$ cat src/rtl/apb_master_bridge_pkg.sv
// rtl/apb_master_bridge_pkg.sv - shared types for the APB4 master bridge
package apb_master_bridge_pkg;
  localparam int XLEN       = 32;
  localparam int PADDR_SIZE = 32;
  localparam int STRB_W     = XLEN / 8;

  typedef enum logic [1:0] {IDLE, SETUP, ACCESS, RESP} ApbMstState;

  typedef struct packed {
    logic [PADDR_SIZE-1:0] addr;
    logic                  write;
    logic [XLEN-1:0]       wdata;
    logic [STRB_W-1:0]     strb;
    logic [2:0]            prot;
  } ApbCmd;

  typedef struct packed {
    logic [PADDR_SIZE-1:0] paddr;
    logic [2:0]            pprot;
    logic                  psel;
    logic                  penable;
    logic                  pwrite;
    logic [XLEN-1:0]       pwdata;
    logic [STRB_W-1:0]     pstrb;
  } ApbReq;

  typedef struct packed {
    logic [XLEN-1:0] prdata;
    logic            pready;
    logic            pslverr;
  } ApbResp;
endpackage

$ cat src/rtl/apb_timeout_cnt.sv
// rtl/apb_timeout_cnt.sv - ACCESS-phase stall counter; expired once TIMEOUT-1 stalled cycles have elapsed
module apb_timeout_cnt #(
  parameter int unsigned TIMEOUT = 256
) (
  input  logic clk_i,
  input  logic rst_ni,
  input  logic clear_i,
  input  logic tick_i,
  output logic expired_o
);
  localparam int unsigned CW = $clog2(TIMEOUT);

  logic [CW-1:0] cnt_q, cnt_d;

  always_comb begin
    cnt_d = cnt_q;
    if (clear_i) begin
      cnt_d = '0;
    end else if (tick_i) begin
      cnt_d = cnt_q + CW'(1);
    end
  end

  always_ff @(posedge clk_i or negedge rst_ni) begin
    if (!rst_ni) begin
      cnt_q <= '0;
    end else begin
      cnt_q <= cnt_d;
    end
  end

  assign expired_o = (cnt_q == CW'(TIMEOUT - 1));
endmodule

$ cat src/rtl/apb_master_bridge.sv
// rtl/apb_master_bridge.sv - valid/ready to APB4 master bridge, one transfer in flight
// Optional ACCESS-phase abort enabled by defining APB_TIMEOUT_EN.
module apb_master_bridge
  import apb_master_bridge_pkg::*;
#(
  parameter int unsigned TIMEOUT = 256
) (
  input  logic                  clk_i,
  input  logic                  rst_ni,
  input  logic                  req_valid_i,
  output logic                  req_ready_o,
  input  logic [PADDR_SIZE-1:0] req_addr_i,
  input  logic                  req_write_i,
  input  logic [XLEN-1:0]       req_wdata_i,
  input  logic [STRB_W-1:0]     req_strb_i,
  input  logic [2:0]            req_prot_i,
  output logic                  resp_valid_o,
  input  logic                  resp_ready_i,
  output logic [XLEN-1:0]       resp_rdata_o,
  output logic                  resp_err_o,
  output ApbReq                 apb_req_o,
  input  ApbResp                apb_resp_i
);
  ApbMstState      state_q, state_d;
  ApbCmd           cmd_q, cmd_d;
  logic [XLEN-1:0] rdata_q, rdata_d;
  logic            err_q, err_d;
  logic            req_ready_q, req_ready_d;
  logic            psel_q, psel_d;
  logic            penable_q, penable_d;
  logic            resp_valid_q, resp_valid_d;
  logic            timeout_hit;

`ifdef APB_TIMEOUT_EN
  apb_timeout_cnt #(
    .TIMEOUT(TIMEOUT)
  ) u_timeout (
    .clk_i    (clk_i),
    .rst_ni   (rst_ni),
    .clear_i  (state_q == SETUP),
    .tick_i   ((state_q == ACCESS) && !apb_resp_i.pready),
    .expired_o(timeout_hit)
  );
`else
  localparam int unsigned unused_timeout = TIMEOUT;
  assign timeout_hit = 1'b0;
`endif

  always_comb begin
    state_d = state_q;
    cmd_d   = cmd_q;
    rdata_d = rdata_q;
    err_d   = err_q;
    case (state_q)
      IDLE: begin
        if (req_valid_i && req_ready_q) begin
          cmd_d.addr  = req_addr_i;
          cmd_d.write = req_write_i;
          cmd_d.prot  = req_prot_i;
          // Reads drive no strobes and leave pwdata at the last written value.
          cmd_d.strb  = req_write_i ? req_strb_i : '0;
          if (req_write_i) begin
            cmd_d.wdata = req_wdata_i;
          end
          state_d = SETUP;
        end
      end
      SETUP: state_d = ACCESS;
      ACCESS: begin
        // A pready arriving on the expiry cycle still completes normally.
        if (apb_resp_i.pready) begin
          rdata_d = cmd_q.write ? '0 : apb_resp_i.prdata;
          err_d   = apb_resp_i.pslverr;
          state_d = RESP;
        end else if (timeout_hit) begin
          rdata_d = '0;
          err_d   = 1'b1;
          state_d = RESP;
        end
      end
      RESP: begin
        if (resp_ready_i) begin
          state_d = IDLE;
        end
      end
      default: state_d = IDLE;
    endcase

    req_ready_d  = (state_d == IDLE);
    psel_d       = (state_d == SETUP) || (state_d == ACCESS);
    penable_d    = (state_d == ACCESS);
    resp_valid_d = (state_d == RESP);
  end

  always_ff @(posedge clk_i or negedge rst_ni) begin
    if (!rst_ni) begin
      state_q      <= IDLE;
      cmd_q        <= '0;
      rdata_q      <= '0;
      err_q        <= 1'b0;
      req_ready_q  <= 1'b0;
      psel_q       <= 1'b0;
      penable_q    <= 1'b0;
      resp_valid_q <= 1'b0;
    end else begin
      state_q      <= state_d;
      cmd_q        <= cmd_d;
      rdata_q      <= rdata_d;
      err_q        <= err_d;
      req_ready_q  <= req_ready_d;
      psel_q       <= psel_d;
      penable_q    <= penable_d;
      resp_valid_q <= resp_valid_d;
    end
  end

  assign req_ready_o  = req_ready_q;
  assign resp_valid_o = resp_valid_q;
  assign resp_rdata_o = rdata_q;
  assign resp_err_o   = err_q;

  assign apb_req_o.paddr   = cmd_q.addr;
  assign apb_req_o.pprot   = cmd_q.prot;
  assign apb_req_o.psel    = psel_q;
  assign apb_req_o.penable = penable_q;
  assign apb_req_o.pwrite  = cmd_q.write;
  assign apb_req_o.pwdata  = cmd_q.wdata;
  assign apb_req_o.pstrb   = cmd_q.strb;
endmodule

$ cat config.mk
export PLATFORM = sky130hd
export DESIGN_NAME = apb_master_bridge
export DESIGN_NICKNAME = d
export VERILOG_FILES = /design/src/rtl/apb_master_bridge_pkg.sv /design/src/rtl/apb_timeout_cnt.sv /design/src/rtl/apb_master_bridge.sv
export SDC_FILE = /design/constraint.sdc
export NUM_CORES = 1
export LEC_CHECK = 0
export CAP_MARGIN = 20
export CORE_MARGIN = 5
export CORE_UTILIZATION = 45
export DETAILED_ROUTE_END_ITERATION = 12
export DONT_BUFFER_PORTS = 1
export SYNTH_ARGS = -nofsm -noshare
export SYNTH_HDL_FRONTEND = slang
export SYNTH_HIERARCHICAL = 1
export SYNTH_SLANG_ARGS = --single-unit
$ cat constraint.sdc
create_clock -name clk_i -period 4.1 [get_ports clk_i]
set_input_delay 0.615 -clock clk_i [delete_from_list [all_inputs] [get_ports clk_i]]
set_output_delay 0.615 -clock clk_i [all_outputs]
set_load 0.02 [all_outputs]
==> results.py <==
metrics = {
    "timing": {
        "holdWs_ns": 0.154,
        "worst_pin_slew_ns": 1.01,
        "fin_skew_ns": 0.0151,
        "finalSetupViolCount": 0,
        "slew_headroom": 0.323,
        "rsz0062_at_grt": "no",
        "min_period_ns": 2.23,
        "period_share": 0.543,
        "maxSlewViolCount": 0,
        "fmax_ghz": 0.449,
        "setup-tns-final_ns": 0,
        "finalHoldViolCount": 0,
    },
    "critical_path": {
        "crit_chain": "nor4bb_4, buf_4, nand2_4, mux2_4",
        "startpoint_type": "flip-flop",
        "setup.worst_path.end": "apb_req_o[7]",
        "required_ns": 4.34,
        "r2r_start": "req_ready_o",
        "cp_slowest_cell": "dfrtp_1",
        "r2r_cells": 4,
        "cp.depth": 4,
        "r2r_setup_slack_ns": 1.87,
        "rr_endpoint": "apb_req_o[7]",
        "arrival_ns": 2.46,
        "critPathKind": "reg2reg",
        "path_buf_inv": 1,
        "cp_top_family": "simple AND/OR/NAND/NOR gates",
        "crit_start": "req_ready_o",
        "critPathMaxStageDelay_ns": 0.50,
        "cp-end-kind": "flip-flop",
        "critPathMaxFanout": 41,
    },
    "routing": {
        "first_pass_iters": 4,
        "drc": 0,
        "ant_nets": 0,
        "wirelength_mm": 9.96,
        "detail_route.wl_per_cell_um": 19.0,
        "drt_iter0_drc": 163,
        "vias": 2642,
        "routed_via_density": 5.05,
    },
    "layout": {
        "diodes": 0,
        "post-route-util": 0.500,
        "final_cells": 523,
        "design_area_mm2": 0.00466,
        "syn_to_final_growth_pct": 7.07,
        "nets": 502,
        "drive_above_1_share": 0.142,
    },
    "placement": {
        "dpl_cell_area_mm2": 0.00443,
        "portBuffers": 0,
        "place_congestion": 0.712,
        "dp.cells": 505,
        "hpwl_mm": 7.10,
    },
    "synthesis": {
        "synth_area_leaders": "dfrtp_1, nand2_1, mux2_4",
        "synth_top_area_cell": "dfrtp_1",
        "ys_warn_count": 6,
        "ys_seq_area_frac": 0.638,
        "synth_cell_types": 19,
        "synthArstFlopShare": 1.00,
        "synthFlopType": "dfrtp_1",
        "syn_avg_cell_area_um2": 11.0,
        "ys_seq_elements": 111,
        "syn_area_mm2": 0.00435,
        "synth_top_area_frac": 0.638,
        "synth_edf_count": 0,
        "syn-instance-count": 397,
        "synth_fp_nets": 510,
    },
    "floorplan": {
        "start_util": 0.467,
        "num_rows": 35,
        "io-pin-count": 219,
        "core_area_mm2": 0.00933,
        "die-area_mm2": 0.0117,
        "die_h_um": 108,
        "die-width_um": 108,
    },
    "clock_tree": {
        "cts_resized": 0,
        "ctsHtreeMaxLevel": 3,
        "postCtsHoldBufs": 1,
        "cts_setup_buffers": 0,
        "clockRootBuffer": "clkbuf_8",
        "path_clk_slew_ns": 0.10,
        "cts_buffer_depth": 2,
        "numCtsBuffers": 9,
        "clkLatencyLatePin_ns": 0.36,
        "clock-sinks": 111,
        "tritoncts": "yes",
    },
    "global_routing": {
        "grt_pass1_wl_mm": 15.5,
        "antenna_found_initial": 0,
        "track_usage": 0.169,
        "grt_pass1_vias": 2888,
        "grt_max_degree": 112,
        "grt_overflow": 0,
    },
    "power": {
        "peakVddDrop_v": 0.000341,
        "power_density_mw_per_mm2": 824,
        "p_leak_nw": 2.42,
    },
    "outcome": {
        "status": "finished, final reports clean",
    },
    "min_path": {
        "hp-class": "in2async",
    },
    "flow_run": {
        "max_cap_viol_count": 0,
    },
}
==> Yosys cell counts, types with 2 or more instances <==
cell type and n:
buf_2 3, buf_4 2, buf_6 3, clkbuf_1 15, dfrtp_1 111, ha_1 3
inv_1 3, mux2_2 4, mux2_4 29, nand2_1 178, nand3_1 5, o21a_1 2
o21ai_0 33
==> final cells by class <==
| type | count | area (um^2) |
|---|---|---|
| flip-flops and latches | 111 | 2780 |
| clock inverters | 5 | 42.5 |
| clock buffers | 11 | 151 |
| repair buffers | 5 | 61.3 |
| fillers | 833 | 4670 |
| multi-input cells | 259 | 1450 |
| inverters | 3 | 11.3 |
| well taps | 129 | 161 |
==> registers in the layout, summed over array words and instances, names as in the netlist <==
name,count
req_ready_o,1
apb_req_o,72
resp_rdata_o,32
resp_err_o,1
state_q,2
penable_q,1
resp_valid_o,1
psel_q,1
==> metal layers <==
metal  up-vias  global-route usage  wire length (um)
li1       1241                   -                 -
met1      1247               0.192              3660
met2       142               0.285              4820
met3        12              0.0800              1340
met4         0              0.0505               137
met5         -                   0                 0
==> placed cells by master, fill, tap and decap left out, types with 4 or more instances in the layout <==
| cell | Yosys | final |
|---|---|---|
| mux2_2 | 4 | 4 |
| clkinv_4 | 0 | 4 |
| dfrtp_1 | 111 | 111 |
| nand3_1 | 5 | 5 |
| nand2_1 | 178 | 178 |
| clkbuf_8 | 0 | 11 |
| o21ai_0 | 33 | 33 |
| mux2_4 | 29 | 29 |
==> how the worst min path moves through the flow <==
stage / start / end / slack (ns)
final: rst_ni / resp_rdata_o[22] / 0.15
after global routing: rst_ni / resp_rdata_o[8] / 0.21
after CTS: rst_ni / resp_rdata_o[0] / 0.20
after detailed placement: rst_ni / resp_rdata_o[20] / 0.32
after global placement: rst_ni / resp_rdata_o[11] / 0.32
after floorplan: rst_ni / apb_req_o[0] / 0.32
==> logic make-up (layout without fill, tap and decap cells) <==
family                   count (synthesis)  after routing  synth area share
buffers and inverters                   27             24            0.0310
flip-flops                             111            111             0.638
adder cells (fa/ha/maj)                  3              3           0.00863
AND/OR/NAND/NOR                        187            187             0.168
multiplexers                            33             33             0.110
AO/OA/AOI/OAI                           36             36            0.0431
==> stage by stage <==
step / power [mW] / worst slack, ns
2_1_floorplan: 2.98 / 2.48
3_3_place_gp: 3.18 / 1.89
3_5_place_dp: 3.23 / 1.77
4_1_cts: 3.89 / 1.77
5_1_grt: 4.11 / 1.72
6_report: 3.84 / 1.87
==> power by group <==
part           switching (mW)  total [mW]  internal (mW)
sequential              0.956        2.51           1.56
clock                   0.371       0.630          0.259
combinational           0.365       0.694          0.329
Power figures use the tool's default switching activity.
